==> config.mk <==
export PLATFORM = sky130hd
export DESIGN_NAME = servo_seq_ctrl_flat
export DESIGN_NICKNAME = d
export VERILOG_FILES = /design/src/rtl/servo_seq_ctrl_pkg.sv /design/src/rtl/servo_seq_ctrl_if.sv /design/src/rtl/servo_seq_ctrl_dwell_timer.sv /design/src/rtl/servo_seq_ctrl.sv /design/src/flat_wrapper.sv
export SDC_FILE = /design/constraint.sdc
export NUM_CORES = 1
export LEC_CHECK = 0
export CAP_MARGIN = 40
export CORE_MARGIN = 4
export CORE_UTILIZATION = 57
export CTS_CLUSTER_DIAMETER = 200
export DETAILED_ROUTE_END_ITERATION = 8
export PLACE_DENSITY = 0.86
export SYNTH_ARGS = -nofsm -noshare
export SYNTH_HDL_FRONTEND = slang
export SYNTH_SLANG_ARGS = --single-unit
export TNS_END_PERCENT = 100
==> constraint.sdc <==
create_clock -name clk -period 5.44 [get_ports clk]
set_input_delay 1.088 -clock clk [delete_from_list [all_inputs] [get_ports clk]]
set_output_delay 1.088 -clock clk [all_outputs]
set_load 0.02 [all_outputs]
==> src/rtl/servo_seq_ctrl_pkg.sv <==
// Shared types and constants for the servo sequencing controller.
// Angle codes step in 45-degree increments counter-clockwise from 0.
package servo_pkg;

  localparam int MODE_W       = 3;
  localparam int MODE_MAX_DEF = 4;

  localparam logic [MODE_W-1:0] ANG_0       = 3'd0;
  localparam logic [MODE_W-1:0] ANG_CCW45   = 3'd1;
  localparam logic [MODE_W-1:0] ANG_CCW90   = 3'd2;
  localparam logic [MODE_W-1:0] ANG_CCW135  = 3'd3;
  localparam logic [MODE_W-1:0] ANG_CCW180  = 3'd4;

  typedef enum logic [1:0] {
    ST_IDLE,
    ST_MOVE,
    ST_SWEEP
  } state_t;

endpackage

==> src/rtl/servo_seq_ctrl_if.sv <==
// Command handshake bundle: the requester drives valid/target/sweep,
// the controller answers with ready.
interface servo_seq_ctrl_if;
  import servo_pkg::*;

  logic              cmd_valid;
  logic              cmd_ready;
  logic [MODE_W-1:0] cmd_target;
  logic              cmd_sweep;

  modport master (output cmd_valid, output cmd_target, output cmd_sweep, input cmd_ready);
  modport slave  (input cmd_valid, input cmd_target, input cmd_sweep, output cmd_ready);

endinterface

==> src/rtl/servo_seq_ctrl_dwell_timer.sv <==
// Counts frame ticks and strobes expire on the tick that completes a dwell.
// clr both zeroes the count and masks the strobe, so a clear beats a tick.
module dwell_timer #(
  parameter int DWELL_FRAMES = 10
) (
  input  logic clk,
  input  logic rst,
  input  logic clr,
  input  logic tick,
  output logic expire
);

  localparam logic [7:0] LAST_CNT = 8'(DWELL_FRAMES - 1);

  logic [7:0] cnt_reg;

  assign expire = tick && !clr && (cnt_reg == LAST_CNT);

  always_ff @(posedge clk) begin
    if (rst || clr) begin
      cnt_reg <= '0;
    end else if (tick) begin
      cnt_reg <= expire ? 8'd0 : cnt_reg + 8'd1;
    end
  end

endmodule

==> src/rtl/servo_seq_ctrl.sv <==
// Servo angle sequencer: accepts move/sweep commands and steps the PWM
// angle code by one position every DWELL_FRAMES frames.
module servo_seq_ctrl
  import servo_pkg::*;
#(
  parameter int DWELL_FRAMES = 10,
  parameter int MODE_MAX     = MODE_MAX_DEF
) (
  input  logic                 clk,
  input  logic                 rst,
  input  logic                 frame_tick,
  input  logic                 abort,
  servo_seq_ctrl_if.slave      cmd,
  output logic [MODE_W-1:0]    mode,
  output logic                 busy,
  output logic                 done,
  output logic                 err
);

  localparam logic [MODE_W-1:0] MODE_TOP = MODE_W'(MODE_MAX);

  state_t            state_reg, state_next;
  logic [MODE_W-1:0] mode_reg, mode_next;
  logic [MODE_W-1:0] target_reg, target_next;
  logic              dir_up_reg, dir_up_next;
  logic              done_reg, done_next;
  logic              err_reg, err_next;
  logic              accept;
  logic              step;
  logic              dwell_clr;
  logic [MODE_W-1:0] stepped;

  assign cmd.cmd_ready = (state_reg == ST_IDLE) && !rst;
  assign accept        = cmd.cmd_valid && cmd.cmd_ready;
  assign dwell_clr     = (state_reg == ST_IDLE) || abort;
  assign stepped       = dir_up_reg ? mode_reg + 1'b1 : mode_reg - 1'b1;

  dwell_timer #(.DWELL_FRAMES(DWELL_FRAMES)) u_dwell (
    .clk    (clk),
    .rst    (rst),
    .clr    (dwell_clr),
    .tick   (frame_tick),
    .expire (step)
  );

  always_ff @(posedge clk) begin
    if (rst) begin
      state_reg  <= ST_IDLE;
      mode_reg   <= ANG_0;
      target_reg <= ANG_0;
      dir_up_reg <= 1'b1;
      done_reg   <= 1'b0;
      err_reg    <= 1'b0;
    end else begin
      state_reg  <= state_next;
      mode_reg   <= mode_next;
      target_reg <= target_next;
      dir_up_reg <= dir_up_next;
      done_reg   <= done_next;
      err_reg    <= err_next;
    end
  end

  always_comb begin
    state_next  = state_reg;
    mode_next   = mode_reg;
    target_next = target_reg;
    dir_up_next = dir_up_reg;
    done_next   = 1'b0;
    err_next    = 1'b0;
    unique case (state_reg)
      ST_IDLE: begin
        if (accept) begin
          if (cmd.cmd_sweep) begin
            dir_up_next = (mode_reg != MODE_TOP);
            state_next  = ST_SWEEP;
          end else if (cmd.cmd_target > MODE_TOP) begin
            err_next = 1'b1;
          end else if (cmd.cmd_target == mode_reg) begin
            done_next = 1'b1;
          end else begin
            target_next = cmd.cmd_target;
            dir_up_next = (cmd.cmd_target > mode_reg);
            state_next  = ST_MOVE;
          end
        end
      end
      ST_MOVE: begin
        if (abort) begin
          state_next = ST_IDLE;
        end else if (step) begin
          mode_next = stepped;
          if (stepped == target_reg) begin
            done_next  = 1'b1;
            state_next = ST_IDLE;
          end
        end
      end
      ST_SWEEP: begin
        if (abort) begin
          state_next = ST_IDLE;
        end else if (step) begin
          mode_next = stepped;
          // Bounce at either end so the next step heads back the other way.
          if (stepped == MODE_TOP) dir_up_next = 1'b0;
          else if (stepped == ANG_0) dir_up_next = 1'b1;
        end
      end
      default: state_next = ST_IDLE;
    endcase
  end

  assign mode = mode_reg;
  assign busy = (state_reg != ST_IDLE);
  assign done = done_reg;
  assign err  = err_reg;

endmodule

==> src/flat_wrapper.sv <==
// flat-port wrapper written by rule: the top's interface ports become plain ports
module servo_seq_ctrl_flat import servo_pkg::*;
#(
  parameter int DWELL_FRAMES = 10,
  parameter int MODE_MAX     = MODE_MAX_DEF
)
  (clk, rst, frame_tick, abort, mode, busy, done, err, cmd_cmd_valid, cmd_cmd_target, cmd_cmd_sweep, cmd_cmd_ready);
  servo_seq_ctrl_if cmd_i ();
  input  logic clk;
  input  logic rst;
  input  logic frame_tick;
  input  logic abort;
  output logic [MODE_W-1:0] mode;
  output logic busy;
  output logic done;
  output logic err;
  input wire logic [$bits(cmd_i.cmd_valid)-1:0] cmd_cmd_valid;
  input wire logic [$bits(cmd_i.cmd_target)-1:0] cmd_cmd_target;
  input wire logic [$bits(cmd_i.cmd_sweep)-1:0] cmd_cmd_sweep;
  output wire logic [$bits(cmd_i.cmd_ready)-1:0] cmd_cmd_ready;
  assign cmd_i.cmd_valid = cmd_cmd_valid;
  assign cmd_i.cmd_target = cmd_cmd_target;
  assign cmd_i.cmd_sweep = cmd_cmd_sweep;
  assign cmd_cmd_ready = cmd_i.cmd_ready;
  servo_seq_ctrl #(.DWELL_FRAMES(DWELL_FRAMES), .MODE_MAX(MODE_MAX)) u_core (.clk(clk), .rst(rst), .frame_tick(frame_tick), .abort(abort), .cmd(cmd_i), .mode(mode), .busy(busy), .done(done), .err(err));
endmodule
* Yosys cells after proc, flatten, opt, wreduce, memory -nomap -nowiden
Index checks and enable logic that the tools add are counted.
Word-level totals: register bits after elaboration 19, bits of input ports 9, output and inout bits 7, logic and storage cells 81
Cells by class: add/sub/neg operators 3, magnitude comparators 2, equality and inequality tests 16, multiplexer cells 29, bitwise logic cells 6, reduce and logical (&&, ||, !) cells 18
Operators with widths (count):
- 2-to-1 mux 1 bit | 16
- 2-to-1 mux 2 bit | 8
- inequality test 3 bit (second input constant) | 4
- adder 8 x 1 -> 8 bit (second input constant) | 1
- == test 8 x 4 -> 1 bit (second input constant) | 1
- 2-to-1 mux 8 bit | 1
- AND reduction 7 bit | 1
- == test 3 bit | 2
- inequality test 2 bit (second input constant) | 3
- inverter 1 bit | 6
- case mux 2 bit (3 select lines) | 1
- AND reduction 6 bit | 1
- AND reduction 5 bit | 1
- logical AND 1 bit | 4
- case mux 1 bit (2 select lines) | 2
- nonzero test 2 bit | 2
- OR reduction 4 bit | 1
- adder 3 x 1 -> 3 bit (second input constant) | 1
- == test 3 bit (second input constant) | 1
- > comparator 3 bit | 1
- > comparator 3 bit (second input constant) | 1
- logical NOT 3 bit | 1
- 2-to-1 mux 3 bit | 1
- inequality test 3 x 1 -> 1 bit (second input constant) | 1
- other kinds (10) | 12

* Longest topological paths before layout
Gate-level depths: netlist (run 1).
depth after elaboration 8, gate-level depth with buffers 8, mapped depth without buffers 7

* By module
From an unflattened synthesis (run 1), not the netlist that was laid out.
Unflattened totals: cell total of the unflattened synthesis 134, area, all modules 1202.4 um^2
By module, submodules not included:
- servo_seq_ctrl | times used 1, cells each 91, area an instance 782.0 um^2, seq. area each 220.2 um^2
- dwell_timer | times used 1, cells each 43, area an instance 420.4 um^2, seq. area each 160.2 um^2

* Worst setup path before layout (run 1)
Ideal clock, no wire load.
path kind input to output, from input rst, to output cmd_cmd_ready, data arrival time 1.398 ns, data required time 4.352 ns, path slack 2.954 ns, cell stages on the path 1, path buffers 0, cells stage by stage nor2_1
Between the ends: cells in the longest elaborated chain, start to end 2
RTL lines:
- start: declaration | line flat_wrapper.sv:10 | input logic rst;
- logical NOT 1 bit | line servo_seq_ctrl.sv:33 | assign cmd.cmd_ready = (state_reg == ST_IDLE) && !rst;
- logical AND 1 bit | line servo_seq_ctrl.sv:33
- end: declaration | line flat_wrapper.sv:20 | output wire logic [$bits(cmd_i.cmd_ready)-1:0] cmd_cmd_ready;
No other way between the ends.

* Worst setup path after layout (run 1)
Same ends and word-level chain as after synthesis.

==> metrics.txt, run 1 <==
cells after synthesis=between 100 and 150; Layout Cells excl Fill=170; Wirelength per Cell=between 10 and 15 um; Final Instance Area=approximately 1300 um^2; multi-input gate area in the final layout=around 700 um^2; most common cell after layout, fill and taps aside=dfxtp_1; most frequent cells in the layout=dfxtp_1 (19), nor2_1 (18), clkdlybuf4s50_1 (15); Max-slew headroom=0.675; worst slew pin tran=486 ps; # fillers=roughly 140; # Post-CTS Setup Buffers=0; core area=approximately 1800 um^2; clk slew on worst S/H paths=around 120 ps; maximum clock frequency=roughly 270 MHz; worst path required time=about 4400 ps; Fin Hold WS=about 530 ps; largest fanout on the critical path=15; layout cell share with drive strength beyond 1=0.0483; Starting Density=0.632; Routed Antenna Nets=0; pin count of the biggest net entering global routing=16; H-tree level count=1; Setup CP Type=input port to output port; vias=a little under 1000; post-synth cell types=35; setup TNS=0 ps; hpwl dp=1900 um; nets@finish=roughly 170; Total Routing Usage GR=0.190; first-pass GRT wire length=3880 um; Inst Count DP=between 150 and 200; max_cap viols=0; Seq/Total Area, Yosys=0.331; synth warn=0; clock skew=5.54 ps; peak supply drop=approximately 220 uV; Layout area overhead=17.0%; startpoint types=input port; Avg Cell Area, Syn=~8.9 um^2; #FFs+latches synth=19; placed cell area=between 1000 and 1500 um^2; Num CTS Buffers=3; CTS tree=done; I/O pin cnt=16; GRT overflow=0; # port buffers=15; Max clock buf depth=2; DRC=0; Hold Path Class=register to register; final WL=between 2000 and 2500 um; Tcrit/Tclk final=0.681; die height=52.9 um; Die ar.=roughly 2800 um^2; vias in the first global route=around 850; area of the mapped netlist=~1100 um^2; post-CTS sizing=0; WP data arrival=about 2600 ps; ant diodes=0; drt initial violations=35; root buffer cell=clkbuf_4; status=finished clean; Placer Congestion=approximately 0.9; Setup crit end kind=output port; Final min period=around 3700 ps; post-synth net total=149; unrepaired setup endpoints after global routing=no; final-report hold violation count=0; hold_buf cts=0; number of slew-limit violations in the final report=0; row cnt=15; Via density=~5.8; die boundary width=approximately 53 um; clock sinks=19; PD cells=234 nW/um^2; Clock Latency Late Sink=~300 ps; Lkg Pwr=between 0.5 and 0.6 nW; final setup fails=0; max reg flops=8; number of iterations in the first detailed-routing pass=4; initial antenna violation count=0; total area of sequential cells=380 um^2
## per-stage QoR
| step | power (mW) | utilization | worst slack [ps] |
|---|---|---|---|
| floorplan | 0.213 | - | 2950 |
| global placement | 0.239 | 0.722 | 1760 |
| detailed placement | 0.242 | 0.722 | 1750 |
| CTS | 0.315 | 0.739 | 1740 |
| global route | 0.331 | 0.739 | 1650 |
| finish | 0.315 | 0.739 | 1740 |
## worst paths after layout
check                                          from             endpoint  depth (start not counted)  slack, ps
worst max-delay path                            rst        cmd_cmd_ready                          3       1740
worst max register to register       u_core.mode[0]  u_core.state_reg[0]                          7       3140
worst min register to register  u_core.state_reg[0]  u_core.state_reg[0]                          2        530
worst min-delay path            u_core.state_reg[0]  u_core.state_reg[0]                          2        530
## report_power, final
| group | switching (mW) | internal, mW |
|---|---|---|
| logic | 0.0486 | 0.0416 |
| registers | 0.00574 | 0.145 |
| clock network | 0.0466 | 0.0279 |
| total | 0.101 | 0.214 |
## final cells by class
| type | instances | share of cell area |
|---|---|---|
| inverter | 11 | 0.0307 |
| sequential | 19 | 0.283 |
| clock inverter | 1 | 0.00558 |
| timing repair buffer | 15 | 0.112 |
| clock buffer | 3 | 0.0167 |
| tap | 25 | 0.0233 |
| multi-input combinational | 96 | 0.529 |
## worst max-delay path: stages
cell	delay [ps]
clkdlybuf4s50_1	650
nor2_1	240
clkdlybuf4s50_1	630
## cells by family (layout without fill, tap and decap cells)
| logic type | Yosys count | count (layout) | synth area share |
|---|---|---|---|
| AO/OA/AOI/OAI | 24 | 24 | 0.135 |
| XOR/XNOR | 13 | 13 | 0.112 |
| adder cells (fa/ha/maj) | 11 | 11 | 0.126 |
| buffers and inverters | 14 | 30 | 0.0500 |
| flip-flops | 19 | 19 | 0.331 |
| multiplexers | 3 | 3 | 0.0261 |
| AND/OR/NAND/NOR | 45 | 45 | 0.220 |
## Yosys cell counts
| cell | n | area (um^2) |
|---|---|---|
| and3_1 | 2 | 12.5 |
| nand4_1 | 4 | 25.0 |
| xor2_1 | 6 | 52.6 |
| a31oi_1 | 1 | 6.26 |
| nor2b_1 | 2 | 12.5 |
| nor2_1 | 18 | 67.6 |
| nand2b_1 | 2 | 12.5 |
| inv_1 | 11 | 41.3 |
| o31ai_1 | 3 | 22.5 |
| clkbuf_1 | 1 | 3.75 |
| nor4b_2 | 2 | 30.0 |
| a21o_1 | 1 | 7.51 |
| o31a_1 | 1 | 8.76 |
| o21a_1 | 2 | 15.0 |
| nand4bb_1 | 1 | 11.3 |
| nand3_1 | 3 | 15.0 |
| a211oi_1 | 1 | 7.51 |
| o21ai_0 | 3 | 15.0 |
| mux2i_1 | 3 | 30.0 |
| o22ai_1 | 1 | 6.26 |
| and4_1 | 1 | 8.76 |
| a41oi_1 | 1 | 8.76 |
| buf_4 | 1 | 7.51 |
| a21oi_1 | 8 | 40.0 |
| xnor2_1 | 6 | 52.6 |
| xnor3_2 | 1 | 23.8 |
| dfxtp_1 | 19 | 380 |
| or3_1 | 1 | 6.26 |
| ha_1 | 10 | 125 |
| or4_1 | 3 | 22.5 |
| buf_2 | 1 | 5.00 |
| fa_1 | 1 | 20.0 |
| a311oi_1 | 2 | 17.5 |
| and4b_1 | 1 | 10.0 |
| nand2_1 | 5 | 18.8 |
## per-layer routing
| metal | GRT usage | up-vias | part of all wire | wire length [um] |
|---|---|---|---|---|
| met5 | 0 | - | 0 | 0 |
| met4 | 0.0511 | 0 | 0.0071 | 17 |
| met3 | 0.0282 | 2 | 0.057 | 137 |
| met2 | 0.302 | 25 | 0.46 | 1100 |
| met1 | 0.265 | 467 | 0.48 | 1150 |
| li1 | - | 484 | - | - |
Power figures use the tool's default switching activity.
==> run 2, diff against run 1 <==
Settings changed: CORE_UTILIZATION 57 to 48, PLACE_DENSITY 0.86 to 0.77.
Clock period 5.44 ns to 3.4 ns, I/O delays scaled along.
==> metrics.txt, run 2 (synthesis gave the netlist of run 1 again) <==
Total Routing Usage GR=0.155; GRT overflow=0; # fillers=approximately 210; unrepaired setup endpoints after global routing=no; CP bufs+invs=3; Placer Congestion=around 0.86; clock sinks=19; Slowest-stage cell, CP=clkdlybuf4s50_1; layout cell share with drive strength beyond 1=0.0548; Die ar.=around 3200 um^2; final setup fails=0; root buffer cell=clkbuf_4; # Post-CTS Setup Buffers=0; Worst Hold Depth=2; Reg2Reg Depth=7; Num CTS Buffers=3; core area=roughly 2300 um^2; max_cap viols=0; setup TNS=0 ps; maximum clock frequency=between 300 and 400 MHz; Lkg Pwr=between 0.5 and 0.6 nW; # port buffers=15; DRC=0; H-tree level count=1; pin count of the biggest net entering global routing=15; vias=roughly 940; drt initial violations=12; Clock Latency Late Sink=between 200 and 300 ps; Tcrit/Tclk final=0.777; Crit path top cell by count=inv_1; final WL=2360 um; Hold Path Class=register to register; delay-heaviest family, CP=buffers and inverters; Wirelength per Cell=about 14 um; status=finished clean; post-CTS sizing=0; clock skew=1.80 ps; most common cell after layout, fill and taps aside=dfxtp_1; Setup crit end kind=output port; peak supply drop=221 uV; Max-slew headroom=0.771; worst slew pin tran=about 340 ps; Starting Density=0.510; number of iterations in the first detailed-routing pass=4; Via density=5.41; Max clock buf depth=2; largest fanout on the critical path=7; max reg flops=8; final-report hold violation count=0; Fin Hold WS=515 ps; crit-path max cell delay=between 600 and 700 ps; Layout Utilization=0.600; ant diodes=0; PD cells=368 nW/um^2; CP cell instances=inv_1, ha_1, inv_1, nor2_1, clkdlybuf4s50_1; hpwl dp=~1800 um; hold_buf cts=0; die height=approximately 57 um; CTS tree=done; Final min period=between 2000 and 3000 ps; Crit path depth=5; vias in the first global route=~950; clk slew on worst S/H paths=roughly 110 ps; startpoint types=register; WP data arrival=1960 ps; die boundary width=around 57 um; nets@finish=167; worst path required time=~2700 ps; row cnt=17; first-pass GRT wire length=between 4000 and 5000 um; Setup CP Type=register to output port; most frequent cells in the layout=dfxtp_1 (19), nor2_1 (18), clkdlybuf4s50_1 (15); initial antenna violation count=0; number of slew-limit violations in the final report=0; Routed Antenna Nets=0; Layout area overhead=17.7%; I/O pin cnt=16
-- run 2: power by group --
part / internal, mW / switching [mW]
registers: 0.231 / 0.00958
clock network: 0.0438 / 0.0704
logic: 0.0672 / 0.0761
total: 0.342 / 0.156
-- run 2: layout make-up --
cell class / instances / area [um^2] / area share
repair buffers: 16 / 158 / 0.116
inverters: 11 / 41.3 / 0.0305
clock inverters: 1 / 5.00 / 0.00370
clock buffers: 3 / 22.5 / 0.0166
flip-flops and latches: 19 / 380 / 0.281
multi-input cells: 96 / 712 / 0.526
well taps: 28 / 35.0 / 0.0259
-- run 2: metal layers --
layer  track usage  vias to the layer above  wire (um)
met4        0.0497                        0         14
li1              -                      486          -
met1         0.197                      434       1110
met3        0.0339                        2         87
met5             0                        -          0
met2         0.263                       20       1140
-- run 2: stage by stage --
step	power [mW]	instances	cell area [um^2]	setup WS [ps]
3_5_place_dp	0.388	170	1330	731
4_1_cts	0.505	174	1350	762
5_1_grt	0.534	174	1350	624
3_3_place_gp	0.386	170	1330	815
6_report	0.498	174	1350	758
2_1_floorplan	0.341	129	1150	1190
-- run 2: path summary, 6_finish.rpt --
| path | end | from | slack, ps |
|---|---|---|---|
| hold reg to reg | u_core.state_reg[0] | u_core.state_reg[0] | 510 |
| setup / recovery | cmd_cmd_ready | u_core.state_reg[0] | 760 |
| setup reg to reg | u_core.state_reg[0] | u_core.mode[0] | 1140 |
| hold / removal | u_core.state_reg[0] | u_core.state_reg[0] | 510 |
-- run 2: worst register-to-register path, cell delays in order, from the launching register on --
cell     delay (ps)
dfxtp_1         450
inv_1           130
fa_1            480
xnor3_2         270
xor2_1          200
a31oi_1         140
or4_1           420
a21oi_1         120
==> run 3, diff against run 2 <==
Settings changed: CORE_UTILIZATION 48 to 53, PLACE_DENSITY 0.77 to 0.81.
Clock period 3.4 ns to 2.5 ns, I/O delays scaled along.
==> metrics.txt, run 3 (synthesis gave the netlist of run 1 again) <==
status=finished clean; Seq pwr share=0.475; final setup fails=0; initial antenna violation count=0; clk slew on worst S/H paths=120 ps; peak supply drop=417 uV; Lkg Pwr=~0.53 nW; CP cell instances=inv_1, ha_2, inv_1, nor2_1, clkdlybuf4s50_1; Layout area overhead=19.0%; drt initial violations=18; Total Routing Usage GR=0.192; root buffer cell=clkbuf_4; worst slew pin tran=approximately 340 ps; max_cap viols=0; Crit path top cell by count=inv_1; layout cell share with drive strength beyond 1=0.0676; delay-heaviest family, CP=buffers and inverters; Placer Congestion=between 0.8 and 0.9; FF-to-FF End=u_core.state_reg[0]; clock sinks=19; reg-to-reg setup timing slack=approximately 370 ps; Via density=around 5.8; Worst Hold Depth=2; Setup crit end kind=output port; WP data arrival=around 1900 ps; H-tree level count=1; Max-slew headroom=0.774; final WL=approximately 2500 um; Num CTS Buffers=3; vias in the first global route=approximately 1000; worst hold path startpoint=u_core.state_reg[0]; CP bufs+invs=3; number of iterations in the first detailed-routing pass=4; vias=1010; ant diodes=0; Clock Latency Late Sink=approximately 300 ps; hpwl dp=between 1500 and 2000 um; die height=about 55 um; Setup CP Type=register to output port; Routed Antenna Nets=0; Final Instance Area=~1400 um^2; max reg flops=8; core area=between 2000 and 2500 um^2; Slowest-stage cell, CP=clkdlybuf4s50_1; Starting Density=0.574; final-report hold violation count=0; most common cell after layout, fill and taps aside=dfxtp_1; Final min period=about 2400 ps; startpoint types=register; GRT overflow=0; CTS tree=done; # Post-CTS Setup Buffers=0; Die ar.=between 2000 and 3000 um^2; Min-Delay Endpoint=u_core.state_reg[0]; reg-to-reg startpoint=u_core.mode[1]; first-pass GRT wire length=between 4000 and 5000 um; row cnt=16; sw power=roughly 0.22 mW; largest fanout on the critical path=7; die boundary width=around 55 um; placed cell area=1340 um^2; PD cells=between 500 and 600 nW/um^2; maximum clock frequency=between 400 and 500 MHz; Hold Path Class=register to register; nets@finish=between 150 and 200; crit-path max cell delay=620 ps; Sw Share=0.315; I/O pin cnt=16; number of slew-limit violations in the final report=0; setup TNS=0 ps; power share of the clock group=0.236; pin count of the biggest net entering global routing=14; clock skew=6.00 ps; Wirelength per Cell=14.2 um; Tcrit/Tclk final=0.955; # port buffers=15; DRC=0; most frequent cells in the layout=dfxtp_1 (19), nor2_1 (18), clkdlybuf4s50_1 (15); worst path required time=approximately 2000 ps; logic gate share of total power=0.289; Pint=approximately 0.47 mW; unrepaired setup endpoints after global routing=no; Reg2Reg Depth=7; Max clock buf depth=2
run 3: power groups by stage:
stage | clock, mW | combinational [mW] | sequential [mW]
2_1_floorplan | 0 | 0.132 | 0.331
6_report | 0.162 | 0.199 | 0.327
3_3_place_gp | 0 | 0.190 | 0.333
5_1_grt | 0.175 | 0.220 | 0.329
4_1_cts | 0.164 | 0.197 | 0.327
3_5_place_dp | 0 | 0.195 | 0.334
run 3: worst min-delay path: stages, from the launching register on:
cell and delay [ps]:
dfxtp_1 350, o21ai_0 90, a21oi_1 70
run 3: repair_timing:
action / 4_1_cts / 5_1_grt
hold buffers: 0 / 0
setup endpoints to repair: 0 / 1
resized for setup: 0 / 1
run 3: metal layers:
layer | track usage | wire length, um | vias to the layer above
li1 | - | - | 491
met1 | 0.234 | 1080 | 485
met2 | 0.341 | 1230 | 30
met3 | 0.0409 | 143 | 4
met4 | 0.0456 | 21 | 0
met5 | 0 | 0 | -
run 3: worst max-delay path by stage:
stage	from	endpoint	cells past startpoint	slack, ps
final	u_core.state_reg[0]	cmd_cmd_ready	5	110
after global routing	u_core.state_reg[1]	cmd_cmd_ready	5	10
after CTS	u_core.state_reg[1]	cmd_cmd_ready	5	30
after detailed placement	cmd_cmd_target[0]	u_core.state_reg[0]	8	30
after global placement	cmd_cmd_target[0]	u_core.state_reg[0]	8	100
after floorplan	u_core.mode[0]	u_core.state_reg[0]	7	290
run 3: area by class of cell:
class | instances | area (um^2)
clock buffers | 4 | 26.3
fillers | 163 | 633
inverters | 11 | 41.3
well taps | 27 | 33.8
multi-input cells | 96 | 714
repair buffers | 18 | 173
flip-flops and latches | 19 | 380
run 3: per-stage QoR:
stage / hold slack, ps / worst slack (ps) / std cells / power [mW] / utilization
after floorplan: 471 / 291 / 129 / 0.464 / -
after global placement: 490 / 101 / 171 / 0.523 / 0.669
after detailed placement: 508 / 34.6 / 171 / 0.529 / 0.669
after CTS: 525 / 30.3 / 175 / 0.688 / 0.683
after global routing: 552 / 10.5 / 175 / 0.724 / 0.684
final: 541 / 113 / 175 / 0.688 / 0.684
